`src/rtl/serial_sge.sv`:
```
// serial_sge: bit-serial signed greater-than-or-equal comparator.
// Operands are captured on accept, then scanned MSB-first, one bit per cycle.
// The scan stops at the first differing bit, and the result is then held until
// the consumer takes it.
//
// Handshake rules (both sides): a transfer happens on a rising CLK edge where
// valid and ready are both high. in_ready is high only in IDLE. out_valid is
// high only in DONE. Both decode from state alone. While out_valid is high and
// out_ready is low, out holds steady.
module serial_sge #(
  parameter int width = 7
) (
  input  logic             CLK,
  input  logic             ASYNCRESETN,
  input  logic             in_valid,
  output logic             in_ready,
  input  logic [width-1:0] in0,
  input  logic [width-1:0] in1,
  output logic             out_valid,
  input  logic             out_ready,
  output logic             out
);

  // The bit index needs at least one bit, even when width is 1.
  localparam int IW = (width > 1) ? $clog2(width) : 1;
  localparam logic [IW-1:0] IDX_MSB = IW'(width - 1);

  typedef enum logic [1:0] {
    S_IDLE = 2'd0,
    S_SCAN = 2'd1,
    S_DONE = 2'd2
  } state_t;

  state_t          state_q, state_d;
  logic [width-1:0] a_q, a_d;
  logic [width-1:0] b_q, b_d;
  logic [IW-1:0]    idx_q, idx_d;
  logic             res_q, res_d;

  // Bits of the two operands at the current scan position.
  logic bit_a;
  logic bit_b;
  logic at_sign;

  assign bit_a   = a_q[idx_q];
  assign bit_b   = b_q[idx_q];
  assign at_sign = (idx_q == IDX_MSB);

  // State register and datapath registers; reset abandons any operation in flight.
  always_ff @(posedge CLK or negedge ASYNCRESETN) begin
    if (!ASYNCRESETN) begin
      state_q <= S_IDLE;
      a_q     <= '0;
      b_q     <= '0;
      idx_q   <= IDX_MSB;
      res_q   <= 1'b0;
    end else begin
      state_q <= state_d;
      a_q     <= a_d;
      b_q     <= b_d;
      idx_q   <= idx_d;
      res_q   <= res_d;
    end
  end

  // Next-state and datapath update: capture on accept, then one bit per SCAN cycle.
  always_comb begin
    state_d = state_q;
    a_d     = a_q;
    b_d     = b_q;
    idx_d   = idx_q;
    res_d   = res_q;
    case (state_q)
      S_IDLE: begin
        if (in_valid) begin
          a_d     = in0;
          b_d     = in1;
          idx_d   = IDX_MSB;
          state_d = S_SCAN;
        end
      end
      S_SCAN: begin
        if (bit_a != bit_b) begin
          // At the sign bit, the operand with a 0 (the non-negative one) is larger.
          // Below the sign bit, the operand with a 1 is larger.
          res_d   = at_sign ? bit_b : bit_a;
          state_d = S_DONE;
        end else if (idx_q == '0) begin
          res_d   = 1'b1;
          state_d = S_DONE;
        end else begin
          idx_d = idx_q - 1'b1;
        end
      end
      S_DONE: begin
        if (out_ready) begin
          state_d = S_IDLE;
        end
      end
      default: begin
        state_d = S_IDLE;
      end
    endcase
  end

  // Outputs decode from registered state only, so there is no input-to-output path.
  always_comb begin
    in_ready  = (state_q == S_IDLE);
    out_valid = (state_q == S_DONE);
    out       = res_q;
  end

endmodule

```
`config.mk`:
```
export PLATFORM = sky130hd
export DESIGN_NAME = serial_sge
export DESIGN_NICKNAME = d
export VERILOG_FILES = /design/src/rtl/serial_sge.sv
export SDC_FILE = /design/constraint.sdc
export NUM_CORES = 1
export LEC_CHECK = 0
export BUFFER_PORTS_ARGS = -buffer_cell sky130_fd_sc_hd__buf_2
export CAP_MARGIN = 25
export CORE_MARGIN = 5
export CORE_UTILIZATION = 30
export DETAILED_ROUTE_END_ITERATION = 16
export REMOVE_ABC_BUFFERS = 1
export SYNTH_ARGS = -nofsm -noshare
export SYNTH_HDL_FRONTEND = slang
export SYNTH_SLANG_ARGS = --single-unit
export TNS_END_PERCENT = 5
```
`constraint.sdc`:
```
create_clock -name CLK -period 3.7 [get_ports CLK]
set_input_delay 0.74 -clock CLK [delete_from_list [all_inputs] [get_ports CLK]]
set_output_delay 0.74 -clock CLK [all_outputs]
set_load 0.01 [all_outputs]
```
==> results.toml <==
[layout]
n_fill_cell = 377
drive_above_1_share_pct = 22.4
n_antenna_cell = 0
seq_area_um2 = 503
final_nets = 156
multi_input_area_um2 = 505
area_growth_pct = 15.6

[logic_synthesis]
syn_area_um2 = 1050
yosysMostFrequentCell = "nand2_1"
synth-seq-cells = 20
ys_top_cells_by_count = "45 x nand2_1, 18 x dfrtp_1, 8 x mux2i_1"
ys_seq_area_share_pct = 47.7
synthTopCellsByArea = "dfrtp_1 43%, nand2_1 16%, mux2i_1 7.6%"
yosys_most_used_dff = "dfrtp_1"
ys_warn_count = 0
synth_top_area_share_pct = 42.8
synthCells = 115
syn_area_per_cell_um2 = 9.16
synth_async_sr_flop_share_pct = 100
synth-edff-count = 0
yosysTopAreaCell = "dfrtp_1"
yosysUniqueCellTypes = 26

[drt]
drc = 0
routed_wl_um = 2060
antenna_left = 0
drt-wirelength-per-cell_um = 11.5
vias = 822
firstDrtPassIters = 2
drt-initial-drc-count = 16
vias_per_cell = 4.57

[floorplanning]
rows = 21
die_x_um = 69.3
start_util_pct = 31.3
core_area_um2 = 3360
fp.dieArea_um2 = 4800
num_io_pins = 21
die_h_um = 69.3

[critical_path]
path_cells = "mux2i_1 > a22o_1 > o211a_1 > nor4_4 > mux2i_1"
worst-path-buf-inv = 0
cpMostUsedCell = "mux2i_1"
arrival_ps = 2220
crit_path_end_kind = "flop"
cpMaxStageDelayCell = "dfrtp_1"
critPathTopFamily = "flip-flops"
required_ps = 3930
startpoint_type = "flop"
path_class = "reg2reg"
cp_slowest_stage_delay_ps = 620
cp_max_fo = 12

[power_and_ir_drop]
clkPwrFrac_pct = 12.5
internal_power_mw = 0.603
swShare_pct = 40.6
pwr_density_cell_nw_per_um2 = 833
power_frac_seq_pct = 41.4
p_leak_nw = 0.633
p_total_mw = 1.01
p_comb_share_pct = 46.1
power.switching_mw = 0.412
vdd_ir_drop_max_uv = 262

[timing]
fin_worst_skew_ps = 0.575
max_slew_margin_pct = 62.3
tightest_slew_ps = 566
max_clock_freq_mhz = 503
slew_viol_final = 0
fin_crit_sh_pct = 53.7
layout_min_cycle_time_ps = 1990
rsz0062_at_grt = "false"
finalSetupViolations = 0
timing.final.hold_violations = 0
holdWs_ps = 367
timing.setup.tns_ps = 0

[global_route]
grt_pass1_vias = 892
gr-total-overflow = 0
grt_max_degree = 21
grt_pass1_wl_um = 3910
grt.total_usage_pct = 9.81
antenna_found_initial = 0

[clock_network]
hold_buffers = 0
clk_pin_slew_ps = 110
cts_buffer_depth = 2
ctsResizeCount = 0
cts-root-buf = "clkbuf_4"
cts_max_level = 1
cts-buffers-inserted = 3
cts_sinks = 20
cts_setup_buffers = 0
cts_tree = "built"
insertion_delay_ps = 300

[place]
port_buffers = 20
place_hpwl_um = 1520
routabilityCongestion = 0.824

[run_status]
status = "finished clean"

[flow_run]
drv_cap = 0

[min_path]
min_path_type = "in2async"
==> routing by layer <==
| layer | GRT usage (%) | up-vias | wire length (um) |
|---|---|---|---|
| met1 | 12.3 | 388 | 973 |
| met3 | 2.90 | 5 | 100 |
| met2 | 15.8 | 15 | 959 |
| li1 | - | 414 | - |
| met5 | 0 | - | 0 |
| met4 | 3.90 | 0 | 29 |
==> flip-flops by register name (all words and copies together), names as in the netlist <==
signal and cells:
a_q 7, b_q 7, idx_q 3, out 1
state_q 2
==> power by group through the flow <==
stage	registers, mW	clock network [mW]	logic (mW)
floorplan	0.403	0	0.375
global placement	0.423	0	0.460
detailed placement	0.426	0	0.472
CTS	0.421	0.132	0.477
global route	0.438	0.139	0.548
finish	0.420	0.127	0.467
==> final timing paths <==
check | endpoint | cells past startpoint | start | slack, ps
worst min register to register | b_q[0] | 2 | b_q[0] | 490
worst max register to register | idx_q[0] | 5 | idx_q[0] | 1710
max in group asynchronous | idx_q[1] | 1 | ASYNCRESETN | 2990
worst min-delay path | a_q[6] | 1 | ASYNCRESETN | 370
min in group CLK | b_q[0] | 2 | b_q[0] | 490
worst max-delay path | idx_q[0] | 5 | idx_q[0] | 1710
==> cell usage in the layout, fill, tap and decap left out <==
cell type and n:
o31ai_1 2, a22o_1 1, mux2i_1 8, nor4_4 1, a22oi_1 2, and2_1 2, inv_1 4, nand2_1 45
o21ai_0 2, o211ai_1 2, clkbuf_4 3, clkbuf_8 1, dfstp_2 2, buf_2 20, nand2b_1 2, a211oi_2 1
nor2b_1 3, or3_1 1, nor3_1 1, dfrtp_1 18, or2_2 2, nand3b_1 2, a211oi_1 1, ha_1 3
nor2_1 3, o211a_1 2
==> area by class of cell <==
class	instances	area share (%)
Tap cell	46	4.73
Clock buffer	4	2.98
Sequential cell	20	41.3
Timing Repair Buffer	20	8.22
Inverter	4	1.23
Multi-Input combinational cell	86	41.5
==> through the flow <==
stage | cell area [um2] | instances | setup slack (ps) | utilization (%)
CTS | 1220 | 180 | 1700 | 36.2
finish | 1220 | 180 | 1710 | 36.2
floorplan | 1020 | 110 | 1910 | -
detailed placement | 1180 | 176 | 1720 | 35.1
global route | 1220 | 180 | 1550 | 36.2
global placement | 1180 | 176 | 1780 | 35.1
==> cells by family after synthesis <==
| kind of cell | Yosys count | synth area share, % |
|---|---|---|
| multiplexers | 8 | 7.60 |
| AND/OR/NAND/NOR | 62 | 27.0 |
| AO/OA/AOI/OAI | 13 | 9.86 |
| adder cells (fa/ha/maj) | 3 | 3.56 |
| flip-flops | 20 | 47.7 |
| buffers and inverters | 9 | 4.28 |
Power figures use the tool's default switching activity.
